==> config.mk <==
export PLATFORM = sky130hd
export DESIGN_NAME = uart_tx_buffer_flat
export DESIGN_NICKNAME = d
export VERILOG_FILES = /design/src/rtl/uart_tx_buffer_if.sv /design/src/rtl/uart_tx_buffer.sv /design/src/flat_wrapper.sv
export SDC_FILE = /design/constraint.sdc
export NUM_CORES = 1
export LEC_CHECK = 0
export CORE_MARGIN = 2
export CORE_UTILIZATION = 45
export CTS_CLUSTER_SIZE = 16
export DETAILED_ROUTE_END_ITERATION = 10
export GPL_TIMING_DRIVEN = 0
export PLACE_DENSITY_LB_ADDON = 0.08
export SYNTH_ARGS = -nofsm -noshare
export SYNTH_HDL_FRONTEND = slang
export SYNTH_SLANG_ARGS = --single-unit
==> constraint.sdc <==
create_clock -name CLK -period 4.2 [get_ports CLK]
set_input_delay 0.63 -clock CLK [delete_from_list [all_inputs] [get_ports CLK]]
set_output_delay 0.63 -clock CLK [all_outputs]
set_load 0.01 [all_outputs]
==> src/rtl/uart_tx_buffer_if.sv <==
// Byte handshake between the UART transmit buffer and the serializer.
// The buffer drives valid/data and the serializer answers with ready.
interface uart_tx_buffer_if;
    logic       tx_valid;
    logic [7:0] tx_data;
    logic       tx_ready;

    modport master (output tx_valid, output tx_data, input tx_ready);
    modport slave  (input tx_valid, input tx_data, output tx_ready);
endinterface

==> src/rtl/uart_tx_buffer.sv <==
// Dual-lane byte buffer between the memory stage and the UART serializer.
// Up to two store bytes per cycle (lane 1 older) enter in program order.
// Bytes leave one per cycle through a valid/ready handshake.
// Admission is judged on the occupancy at the start of the cycle, so a
// same-cycle pop never makes room for a same-cycle push.
module uart_tx_buffer #(
    parameter int DEPTH  = 16,
    parameter int ADDR_W = 4
) (
    input  logic              CLK,
    input  logic              NRST,
    input  logic              we1,
    input  logic [7:0]        data1,
    input  logic              we2,
    input  logic [7:0]        data2,
    input  logic              flush,
    uart_tx_buffer_if.master  tx,
    output logic              stall_req,
    output logic [ADDR_W:0]   count,
    output logic              overflow
);

    localparam int CNT_W = ADDR_W + 1;
    localparam logic [CNT_W-1:0]  DEPTH_C = CNT_W'(DEPTH);
    localparam logic [CNT_W-1:0]  CNT_ZERO = {CNT_W{1'b0}};
    localparam logic [ADDR_W-1:0] PTR_ZERO = {ADDR_W{1'b0}};
    localparam logic [ADDR_W-1:0] PTR_ONE  = ADDR_W'(1'b1);

    logic [7:0]        mem_q [DEPTH];
    logic [ADDR_W-1:0] rd_ptr_q, rd_ptr_d;
    logic [ADDR_W-1:0] wr_ptr_q, wr_ptr_d;
    logic [CNT_W-1:0]  count_q, count_d;
    logic              overflow_q, overflow_d;

    logic [CNT_W-1:0]  free_s;
    logic              pop_s;
    logic              wr0_en_s, wr1_en_s;
    logic [7:0]        wr0_data_s;
    logic [ADDR_W-1:0] wr_ptr_p1_s;
    logic [1:0]        n_push_s;
    logic              drop_s;

    assign free_s      = DEPTH_C - count_q;
    assign wr_ptr_p1_s = wr_ptr_q + PTR_ONE;
    assign tx.tx_valid = (count_q != CNT_ZERO);
    assign tx.tx_data  = mem_q[rd_ptr_q];
    assign pop_s       = tx.tx_valid & tx.tx_ready;
    assign stall_req   = (free_s < CNT_W'(2'd2));
    assign count       = count_q;
    assign overflow    = overflow_q;

    // Decide which lane bytes are admitted and whether any byte is dropped.
    always_comb begin
        wr0_en_s   = 1'b0;
        wr1_en_s   = 1'b0;
        wr0_data_s = data1;
        n_push_s   = 2'd0;
        drop_s     = 1'b0;
        if (flush) begin
            wr0_en_s = 1'b0;
        end else begin
            case ({we1, we2})
                2'b10: begin
                    if (free_s >= CNT_W'(1'b1)) begin
                        wr0_en_s = 1'b1;
                        n_push_s = 2'd1;
                    end else begin
                        drop_s = 1'b1;
                    end
                end
                2'b01: begin
                    wr0_data_s = data2;
                    if (free_s >= CNT_W'(1'b1)) begin
                        wr0_en_s = 1'b1;
                        n_push_s = 2'd1;
                    end else begin
                        drop_s = 1'b1;
                    end
                end
                2'b11: begin
                    if (free_s >= CNT_W'(2'd2)) begin
                        wr0_en_s = 1'b1;
                        wr1_en_s = 1'b1;
                        n_push_s = 2'd2;
                    end else if (free_s == CNT_W'(1'b1)) begin
                        wr0_en_s = 1'b1;
                        n_push_s = 2'd1;
                        drop_s   = 1'b1;
                    end else begin
                        drop_s = 1'b1;
                    end
                end
                default: begin
                    n_push_s = 2'd0;
                end
            endcase
        end
    end

    // Next pointers, occupancy and sticky overflow; flush clears all but overflow.
    always_comb begin
        rd_ptr_d   = rd_ptr_q;
        wr_ptr_d   = wr_ptr_q;
        count_d    = count_q;
        overflow_d = overflow_q | drop_s;
        if (flush) begin
            rd_ptr_d = PTR_ZERO;
            wr_ptr_d = PTR_ZERO;
            count_d  = CNT_ZERO;
        end else begin
            rd_ptr_d = rd_ptr_q + ADDR_W'(pop_s);
            wr_ptr_d = wr_ptr_q + ADDR_W'(n_push_s);
            count_d  = count_q + CNT_W'(n_push_s) - CNT_W'(pop_s);
        end
    end

    // Control state register with asynchronous clear.
    always_ff @(posedge CLK or negedge NRST) begin
        if (!NRST) begin
            rd_ptr_q   <= PTR_ZERO;
            wr_ptr_q   <= PTR_ZERO;
            count_q    <= CNT_ZERO;
            overflow_q <= 1'b0;
        end else begin
            rd_ptr_q   <= rd_ptr_d;
            wr_ptr_q   <= wr_ptr_d;
            count_q    <= count_d;
            overflow_q <= overflow_d;
        end
    end

    // Byte storage; contents are not reset, validity is tracked by count.
    always_ff @(posedge CLK) begin
        if (wr0_en_s) begin
            mem_q[wr_ptr_q] <= wr0_data_s;
        end
        if (wr1_en_s) begin
            mem_q[wr_ptr_p1_s] <= data2;
        end
    end

endmodule

==> src/flat_wrapper.sv <==
// flat-port wrapper written by rule: the top's interface ports become plain ports
module uart_tx_buffer_flat 
#(
    parameter int DEPTH  = 16,
    parameter int ADDR_W = 4
)
  (CLK, NRST, we1, data1, we2, data2, flush, stall_req, count, overflow, tx_tx_valid, tx_tx_data, tx_tx_ready);
  uart_tx_buffer_if tx_i ();
  input  logic CLK;
  input  logic NRST;
  input  logic we1;
  input  logic [7:0] data1;
  input  logic we2;
  input  logic [7:0] data2;
  input  logic flush;
  output logic stall_req;
  output logic [ADDR_W:0] count;
  output logic overflow;
  output wire logic [$bits(tx_i.tx_valid)-1:0] tx_tx_valid;
  output wire logic [$bits(tx_i.tx_data)-1:0] tx_tx_data;
  input wire logic [$bits(tx_i.tx_ready)-1:0] tx_tx_ready;
  assign tx_tx_valid = tx_i.tx_valid;
  assign tx_tx_data = tx_i.tx_data;
  assign tx_i.tx_ready = tx_tx_ready;
  uart_tx_buffer #(.DEPTH(DEPTH), .ADDR_W(ADDR_W)) u_core (.CLK(CLK), .NRST(NRST), .we1(we1), .data1(data1), .we2(we2), .data2(data2), .flush(flush), .tx(tx_i), .stall_req(stall_req), .count(count), .overflow(overflow));
endmodule
==> results.md, run 1 <==
- Status: completed
- Fin. max-slew vios: 0
- Final hold violations: 0
- Die area: 19000 µm²
- Crit path DAT: 3.24 ns
- Period minus WS final: 3.87 ns
- Ys flop type: edfxtp_1
- # clock sinks: 142
- Avg Inst Size Synth: 15.6 µm²
- XOR/XNOR share of the synthesized area: 0.760%
- Ratio of cells with drive above 1 in the final layout: 37.4%
- Setup TNS: 0 ns
- Core region area: 17400 µm²
- Post-Synth Adder-Cell Area: 3.29%
- Compound-Gate Fraction of Synth Area: 2.92%
- Yosys top cell by area: edfxtp_1
- Setup slack at placement: 0.271 ns
- Max Fanout on Critical Path: 10
- Antenna Violating Nets Remaining: 0
- Number of synthesis warnings: 0
- Clock transition at path regs: 0.07 ns
- DRC Markers: 0
- Die Ht: 138 µm
- R2r setup slk: 0.35 ns
- Synth top area cells: edfxtp_1 48%, mux2_2 17%, mux4_2 11%
- TritonCTS clock tree: yes
- Post-synth ARST share: 9.86%
- Post-synth EDFFs: 128
- Later-pin clock latency in the skew report: 0.43 ns
- Setup Skew: 0.0137 ns
- Register area share after synthesis: 52.0%
- Chip width: 138 µm
- Worst Setup EP: tx_tx_data[1]
- Register bit count reported by yosys: 142
- Worst rel slew slack: 21.5%
- Syn_nets: 560
- TritonCTS buffer count: 17
- CP Launch Point: u_core.rd_ptr_q[1]$_DFF_PN0_
- Clk buf depth: 2
- I/O Buffers: 36
- Crit end category: output port
- WL final: 20200 µm
- Post-synthesis mux area share: 30.2%
- Starting Density: 46.3%
- Clk root buf: clkbuf_16
- Leakage power: 3.03 nW
- Unrepaired setup endpoints after global routing: false
- Netlist Area Pre-Place: 8060 µm²
- N_diodes: 0
- All-Layer GR Usage: 23.4%
- FF-to-FF path depth: 11
- WS Path Type: register to output port
- H-tree depth: 4
- Tcrit/Tclk final: 92.2%
- Hold_ws: 0.483 ns
- Drt via density: 5.77
- Gpl congestion: 0.805
- # rows: 48
- Layout Utilization: 53.3%
- Drt first-iter violations: 409
- Finish-stage setup viols: 0
- Hold-fix buffers, CTS: 0
- Largest net degree at the start of global routing: 17
- Simple-Gate Fraction of Synth Area: 7.93%
- Global route overflow: 0
- Worst r2r dst: u_core.mem_q[0][3]$_DFFE_PP_
- Area delta synth->final: 15.2%
- Worst setup SP type: register
- DR pass1 iterations: 4
- Average wire per standard cell: 24.9 µm
- First-pass GRT wire length: 30900 µm
- PD cells: 493 nW/µm²
- Detailed placement HPWL: 14300 µm
- Worst reg2reg path startpoint: u_core.count[0]$_DFF_PN0_
- Peak supply drop: 0.323 mV
- DR vias: 4675
- Setup slack after layout: 0.327 ns
- CP required: 3.57 ns
- Maxcap violations: 0
- Worst slew pin tran: 1.17 ns
- Top-area cell type share of the netlist area: 47.7%
- Unique masters post-synth: 39
- Vias in the first global route: 4885
- Ports: 38
- Nets: 616
- HP Class: register to register
- Number of cells produced by synthesis: 518
- Main combinational cell family by area after synthesis: multiplexers
- Antenna violations before repair: 1
- Fmax: 258 MHz
[synth_stat cells, types with 2 or more instances]
library cell,instances
nor4_4,6
nor2_1,18
nand3_1,3
dfrtp_1,14
nor2b_1,14
mux4_2,40
or2_2,2
buf_1,11
clkbuf_1,22
o21bai_1,15
a22oi_1,2
mux2_1,12
a21oi_1,7
mux2_2,124
a31o_2,2
fa_1,2
edfxtp_1,128
nor3_4,9
ha_1,18
inv_1,17
or3_1,4
nand2b_1,7
buf_2,5
a32oi_1,2
xnor2_1,4
buf_6,2
o21ai_0,3
and4b_1,2
and3_1,5
nand2_1,7
xor2_1,3
[flip-flops by register name (all words and copies together) (netlist names)]
name	cells
u_core.mem_q	128
u_core.count	5
u_core.rd_ptr_q	4
u_core.wr_ptr_q	4
u_core.overflow	1
[critical path, stage by stage (launching register included)]
cell and delay [ns]:
dfrtp_1 0.35, clkbuf_1 0.34, clkbuf_1 0.65, mux4_2 0.48
mux4_2 0.50, clkdlybuf4s50_1 0.49
[how the worst min path moves through the flow]
stage	start	endpoint	slack (ns)	cells past startpoint
finish	u_core.overflow$_DFF_PN0_	u_core.overflow$_DFF_PN0_	0.48	1
global route	u_core.overflow$_DFF_PN0_	u_core.overflow$_DFF_PN0_	0.51	1
CTS	u_core.overflow$_DFF_PN0_	u_core.overflow$_DFF_PN0_	0.49	1
detailed placement	u_core.overflow$_DFF_PN0_	u_core.overflow$_DFF_PN0_	0.47	1
global placement	u_core.overflow$_DFF_PN0_	u_core.overflow$_DFF_PN0_	0.48	1
floorplan	NRST	u_core.count[0]$_DFF_PN0_	0.33	0
[per-stage QoR]
| step | area, µm² | cells | total power [W] |
|---|---|---|---|
| floorplan | 8060 | 518 | 0.00264 |
| global placement | 8700 | 779 | 0.00307 |
| detailed placement | 8710 | 780 | 0.00311 |
| CTS | 9290 | 810 | 0.00461 |
| global route | 9290 | 810 | 0.00479 |
| finish | 9290 | 810 | 0.00458 |
[cells in the final DEF, fill, tap and decap left out, drive strengths merged, types with 10 or more instances in the layout]
| master | Yosys | layout |
|---|---|---|
| mux2 | 136 | 136 |
| edfxtp | 128 | 128 |
| mux4 | 40 | 40 |
| clkbuf | 22 | 40 |
| clkdlybuf4s50 | 0 | 36 |
| buf | 18 | 19 |
| nor2 | 18 | 18 |
| ha | 18 | 18 |
| inv | 17 | 18 |
| o21bai | 15 | 15 |
| dfrtp | 14 | 14 |
| nor2b | 14 | 14 |
| nor3 | 10 | 10 |
[metal layers]
metal,GRT usage (%),routed length [µm],vias up
met5,0,0,-
met4,8.11,454,0
met3,4.61,910,29
met2,36.4,9560,107
met1,32.9,9270,2406
li1,-,-,2133
[kinds of logic (layout without fill, tap and decap cells)]
kind of cell    Yosys count  count (layout)
mux                     176             176
flops                   142             142
simple gates             82              82
buf+inv                  57             124
compound gates           34              34
fa+ha+maj                20              20
xor+xnor                  7               7
[layout make-up]
| class | instances | area [µm²] |
|---|---|---|
| buffer | 40 | 171 |
| timing repair buffer | 37 | 365 |
| multi-input combinational | 319 | 3640 |
| tap | 225 | 282 |
| sequential | 142 | 4190 |
| inverter | 17 | 63.8 |
| clock inverter | 12 | 146 |
| clock buffer | 18 | 429 |
| fill | 1481 | 8130 |
[where the power goes]
group          leakage (nW)  internal (W)  switching (W)
Combinational          1.42      0.000676       0.000729
Sequential             1.34       0.00162      0.0000439
Clock                 0.271      0.000921       0.000587
Total                  3.03       0.00322        0.00136
[what timing repair did]
item | CTS | global route
setup buffers | 0 | 0
hold endpoints to repair | 0 | 0
setup endpoints to repair | 0 | 1
resized for setup | 0 | 1
Power figures use the tool's default switching activity.
==> run 2: changes to the inputs <==
Settings changed: CAP_MARGIN set to 20, HOLD_SLACK_MARGIN set to 0.12.
==> run 2 against run 1 <==
Via count increased by 0.94%. Register-to-register slack hardly changed. Fmax down 0.27%. Critical endpoint unchanged.
==> results.md, run 2 (synthesized netlist as in run 1, its figures left out) <==
- Status: completed (unchanged)
- Setup Skew: 0.0135 ns (was 0.0137 ns)
- HP Class: register to register (unchanged)
- Ratio of cells with drive above 1 in the final layout: 38.1% (was 37.4%)
- Largest register FFs: 128 (unchanged)
- TritonCTS clock tree: yes (unchanged)
- Ports: 38 (unchanged)
- Clk buf depth: 2 (unchanged)
- Starting Density: 46.3% (unchanged)
- R2r setup slk: 0.36 ns (was 0.35 ns)
- First-pass GRT wire length: 30800 µm (was 30900 µm)
- Antenna Violating Nets Remaining: 0 (unchanged)
- Layout Utilization: 53.6% (was 53.3%)
- Biggest register: u_core.mem_q (unchanged)
- Vias in the first global route: 4886 (was 4885)
- Drt first-iter violations: 352 (was 409)
- Die area: 19000 µm² (unchanged)
- Detailed placement HPWL: 14300 µm (about the same)
- Average wire per standard cell: 24.9 µm (about the same)
- Top Layer Used: met4 (unchanged)
- TritonCTS buffer count: 17 (unchanged)
- CP required: 3.57 ns (about the same)
- Worst slew pin tran: 1.06 ns (was 1.17 ns)
- Most frequent cells in the layout: 128 x edfxtp_1, 124 x mux2_2, 40 x mux4_2 (unchanged)
- Chip width: 138 µm (unchanged)
- Gpl congestion: 0.805 (unchanged)
- Setup slack after layout: 0.316 ns (was 0.327 ns)
- Maxcap violations: 0 (unchanged)
- Clock transition at path regs: 0.07 ns (about the same)
- N_diodes: 0 (unchanged)
- Final hold violations: 0 (unchanged)
- Unrepaired setup endpoints after global routing: false (unchanged)
- H-tree depth: 4 (unchanged)
- Peak supply drop: 0.309 mV (was 0.323 mV)
- Clk root buf: clkbuf_16 (unchanged)
- Area delta synth->final: 15.9% (was 15.2%)
- Tcrit/Tclk final: 92.5% (was 92.2%)
- Nets: 620 (was 616)
- # clock sinks: 142 (unchanged)
- I/O Buffers: 36 (unchanged)
- Crit end category: output port (unchanged)
- Later-pin clock latency in the skew report: 0.43 ns (about the same)
- Die Ht: 138 µm (unchanged)
- Global route overflow: 0 (unchanged)
- Setup slack at placement: 0.269 ns (was 0.271 ns)
- DR pass1 iterations: 5 (was 4)
- # rows: 48 (unchanged)
- Worst rel slew slack: 29.4% (was 21.5%)
- Leakage power: 3.07 nW (was 3.03 nW)
- PD cells: 498 nW/µm² (was 493 nW/µm²)
- WL final: 20300 µm (was 20200 µm)
- DRC Markers: 0 (unchanged)
- Fin. max-slew vios: 0 (unchanged)
- Setup bufs post-CTS: 0 (unchanged)
- Met1 wire length: 9270 µm (about the same)
- WL met3: 948 µm (was 910 µm)
- Period minus WS final: 3.88 ns (was 3.87 ns)
- Crit path DAT: 3.25 ns (was 3.24 ns)
- Fmax: 257 MHz (was 258 MHz)
- Worst setup SP type: register (unchanged)
- Most common cell after layout, fill and taps aside: edfxtp_1 (unchanged)
- Fillers: 1476 (was 1481)
- Setup TNS: 0 ns (unchanged)
- Hold-fix buffers, CTS: 0 (unchanged)
- WS Path Type: register to output port (unchanged)
- Antenna violations before repair: 1 (unchanged)
- Largest net degree at the start of global routing: 17 (unchanged)
- Finish-stage setup viols: 0 (unchanged)
- All-Layer GR Usage: 23.3% (was 23.4%)
- Max Fanout on Critical Path: 10 (unchanged)
- DR vias: 4719 (was 4675)
- Core region area: 17400 µm² (unchanged)
- Drt via density: 5.79 (was 5.77)
- Met2 WL: 9750 µm (was 9560 µm)
## run 2: changes by cell type in the layout (fill, tap and decap cells not counted)
cell	previous run	this run
buf_4	0	4
clkinvlp_4	3	2
clkinv_4	1	0
clkinv_1	3	2
clkinv_2	1	4
bufinv_16	3	4
## run 2: report_power, final
| part | internal (W) | switching, W |
|---|---|---|
| clock network | 0.000982 | 0.000585 |
| logic | 0.000682 | 0.000736 |
| registers | 0.00162 | 0.0000439 |
## run 2: timing repair
| action | CTS | global route |
|---|---|---|
| endpoints found under the hold margin | 0 | 0 |
| gates resized for setup | 0 | 1 |
| endpoints found under the setup margin | 0 | 1 |
## run 2: worst max-delay path, stage by stage, from the launching register on
cell and delay [ns]:
dfrtp_1 0.35, clkbuf_1 0.34, clkbuf_1 0.65, mux4_2 0.48, mux4_2 0.51, clkdlybuf4s50_1 0.49
## run 2: worst paths after layout
kind                                                end  cells after the start                          from
max in group asynchronous  u_core.wr_ptr_q[3]$_DFF_PN0_                      1                          NRST
min in group asynchronous     u_core.count[2]$_DFF_PN0_                      1                          NRST
hold / removal                u_core.overflow$_DFF_PN0_                      1     u_core.overflow$_DFF_PN0_
hold reg to reg               u_core.overflow$_DFF_PN0_                      1     u_core.overflow$_DFF_PN0_
setup / recovery                          tx_tx_data[1]                      5  u_core.rd_ptr_q[1]$_DFF_PN0_
setup reg to reg              u_core.count[4]$_DFF_PN0_                     17     u_core.count[0]$_DFF_PN0_
## run 2: area by class of cell
| class | count | area (µm²) | share of cell area (%) |
|---|---|---|---|
| well taps | 225 | 282 | 3.01 |
| repair buffers | 41 | 395 | 4.23 |
| plain buffers | 40 | 171 | 1.83 |
| flip-flops and latches | 142 | 4190 | 44.9 |
| inverters | 17 | 63.8 | 0.683 |
| multi-input cells | 319 | 3640 | 38.9 |
| clock inverters | 13 | 171 | 1.83 |
| clock buffers | 18 | 429 | 4.59 |
## run 2: layer usage
metal	vias to the layer above	track usage [%]
met5	-	0
met4	0	7.65
met3	22	5.41
met2	124	36.1
met1	2427	32.5
li1	2146	-
## run 2: per-stage QoR
step / instance area, µm² / cells / hold slack [ns] / power (W)
floorplan: 8060 / 518 / 0.334 / 0.00264
global placement: 8700 / 779 / 0.478 / 0.00307
detailed placement: 8720 / 782 / 0.482 / 0.00311
CTS: 9330 / 813 / 0.497 / 0.00468
global route: 9340 / 815 / 0.509 / 0.00486
finish: 9340 / 815 / 0.493 / 0.00465
==> run 3: changes to the inputs <==
Settings changed: GPL_TIMING_DRIVEN 0 to not set.
==> run 3 against run 2 <==
Design area rose by 0.17%. Setup slack improved by 0.19 ns. Cell count shrank 2.6%. Non-clock buffer count fell by 21. Core utilization is 0.093 points higher. First-iteration DRC count down 7.7%. Clock skew shrank 0.0057 ns. Routed wire length down 2.6%. Critical path depth rose by 11. Combinational power down 4%. Critical path type is now register to register. Critical endpoint is now u_core.count[4]$_DFF_PN0_. Largest cell class unchanged.
==> results.md, run 3 (synthesized netlist as in run 1, its figures left out) <==
- Status: completed (unchanged)
- Post_cts resized: 0 (unchanged)
- Later-pin clock latency in the skew report: 0.42 ns (was 0.43 ns)
- Fmax: 270 MHz (was 257 MHz)
- Setup slack at placement: 0.560 ns (was 0.269 ns)
- HP Class: register to register (unchanged)
- Maxcap violations: 0 (unchanged)
- Largest net degree at the start of global routing: 35 (was 17)
- WL final: 19700 µm (was 20300 µm)
- DRC Markers: 0 (unchanged)
- CP required: 4.54 ns (was 3.57 ns)
- PD cells: 498 nW/µm² (about the same)
- # clock sinks: 142 (unchanged)
- Leakage power: 3.11 nW (was 3.07 nW)
- Most frequent cells in the layout: 128 x edfxtp_1, 124 x mux2_2, 40 x mux4_2 (unchanged)
- Biggest register: u_core.mem_q (unchanged)
- Average wire per standard cell: 24.8 µm (was 24.9 µm)
- Clk buf depth: 2 (unchanged)
- Chip width: 138 µm (unchanged)
- Gpl congestion: 0.861 (was 0.805)
- Nets: 599 (was 620)
- Largest register FFs: 128 (unchanged)
- Max Fanout on Critical Path: 17 (was 10)
- Vias in the first global route: 4865 (was 4886)
- Area delta synth->final: 16.1% (was 15.9%)
- Fillers: 1453 (was 1476)
- Ratio of cells with drive above 1 in the final layout: 41.8% (was 38.1%)
- Starting Density: 46.3% (unchanged)
- Ports: 38 (unchanged)
- Worst slew pin tran: 1.09 ns (was 1.06 ns)
- Peak supply drop: 0.328 mV (was 0.309 mV)
- Setup Skew: 0.00779 ns (was 0.0135 ns)
- Unrepaired setup endpoints after global routing: false (unchanged)
- Most common cell after layout, fill and taps aside: edfxtp_1 (unchanged)
- Die area: 19000 µm² (unchanged)
- Layout Utilization: 53.7% (was 53.6%)
- WS Path Type: register to register (was register to output port)
- Worst setup SP type: register (unchanged)
- Core region area: 17400 µm² (unchanged)
- Fin. max-slew vios: 0 (unchanged)
- # rows: 48 (unchanged)
- Drt via density: 5.90 (was 5.79)
- Detailed placement HPWL: 13500 µm (was 14300 µm)
- Antenna Violating Nets Remaining: 0 (unchanged)
- Crit end category: register (was output port)
- Global route overflow: 0 (unchanged)
- Worst rel slew slack: 27.1% (was 29.4%)
- I/O Buffers: 37 (was 36)
- Finish-stage setup viols: 0 (unchanged)
- Final hold violations: 0 (unchanged)
- Die Ht: 138 µm (unchanged)
- All-Layer GR Usage: 22.5% (was 23.3%)
- N_diodes: 0 (unchanged)
- Pwr Total: 0.00466 W (was 0.00465 W)
- Antenna violations before repair: 0 (was 1)
- DR pass1 iterations: 4 (was 5)
- TritonCTS clock tree: yes (unchanged)
- H-tree depth: 4 (unchanged)
- Setup slack after layout: 0.502 ns (was 0.316 ns)
- Clk root buf: clkbuf_16 (unchanged)
- Tcrit/Tclk final: 88.0% (was 92.5%)
- Period minus WS final: 3.70 ns (was 3.88 ns)
- Drt first-iter violations: 325 (was 352)
- First-pass GRT wire length: 30300 µm (was 30800 µm)
- DR vias: 4681 (was 4719)
- Clock transition at path regs: 0.06 ns (was 0.07 ns)
- TritonCTS buffer count: 17 (unchanged)
- Crit path DAT: 4.04 ns (was 3.25 ns)
- Hold-fix buffers, CTS: 0 (unchanged)
- Setup TNS: 0 ns (unchanged)
- Setup bufs post-CTS: 0 (unchanged)
==> run 3: changes by cell type in the layout (fill, tap and decap cells not counted), moves of 2 or more <==
| cell | change |
|---|---|
| buf_1 | -11 |
| buf_12 | +2 |
| buf_2 | -6 |
| buf_4 | +16 |
| buf_6 | -2 |
| clkbuf_1 | -23 |
| clkinv_4 | +2 |
==> run 3: path summary, 6_finish.rpt <==
kind | endpoint | slack (ns) | cells past startpoint | from
min in group asynchronous | u_core.count[1]$_DFF_PN0_ | 0.62 | 1 | NRST
min | u_core.overflow$_DFF_PN0_ | 0.48 | 1 | u_core.overflow$_DFF_PN0_
max reg2reg | u_core.count[4]$_DFF_PN0_ | 0.50 | 16 | u_core.count[3]$_DFF_PN0_
min reg2reg | u_core.overflow$_DFF_PN0_ | 0.48 | 1 | u_core.overflow$_DFF_PN0_
max in group asynchronous | u_core.rd_ptr_q[0]$_DFF_PN0_ | 3.11 | 1 | NRST
max | u_core.count[4]$_DFF_PN0_ | 0.50 | 16 | u_core.count[3]$_DFF_PN0_
==> run 3: final cells by class <==
cell class              instances  area [µm²]  share of cell area [%]
clock inverters                14         191                    2.05
clock buffers                  17         425                    4.55
inverters                      17        63.8                   0.682
well taps                     225         282                    3.01
flip-flops and latches        142        4200                    44.8
multi-input cells             319        3630                    38.8
repair buffers                 60         568                    6.07
==> run 3: stage by stage <==
| stage | hold slack (ns) | cell area (µm²) | cells |
|---|---|---|---|
| detailed placement | 0.467 | 8730 | 762 |
| CTS | 0.481 | 9350 | 793 |
| floorplan | 0.334 | 8060 | 518 |
| global route | 0.490 | 9360 | 794 |
| finish | 0.479 | 9360 | 794 |
| global placement | 0.461 | 8730 | 762 |
==> run 3: layer usage <==
layer	part of all wire (%)	vias to the layer above	global-route usage [%]
met1	45	2405	31.3
met2	48	148	35.1
met4	2.0	0	6.75
met3	5.1	20	5.48
met5	0	-	0
li1	-	2108	-
==> run 3: where the power goes <==
group / internal, W / switching (W)
Clock: 0.000992 / 0.000604
Combinational: 0.000677 / 0.000688
Sequential: 0.00162 / 0.0000816
Total: 0.00329 / 0.00137
==> run 3: worst max-delay path, cell delays in order (launching register included) <==
cell	delay, ns
dfrtp_1	0.51
inv_1	0.15
ha_1	0.20
and2_1	0.17
ha_1	0.29
nor2b_1	0.33
and4_1	0.25
a41o_1	0.14
buf_12	0.22
nand2b_1	0.16
ha_1	0.15
inv_1	0.04
ha_1	0.32
a21oi_1	0.16
nor2_1	0.06
or3_1	0.34
a21oi_1	0.15
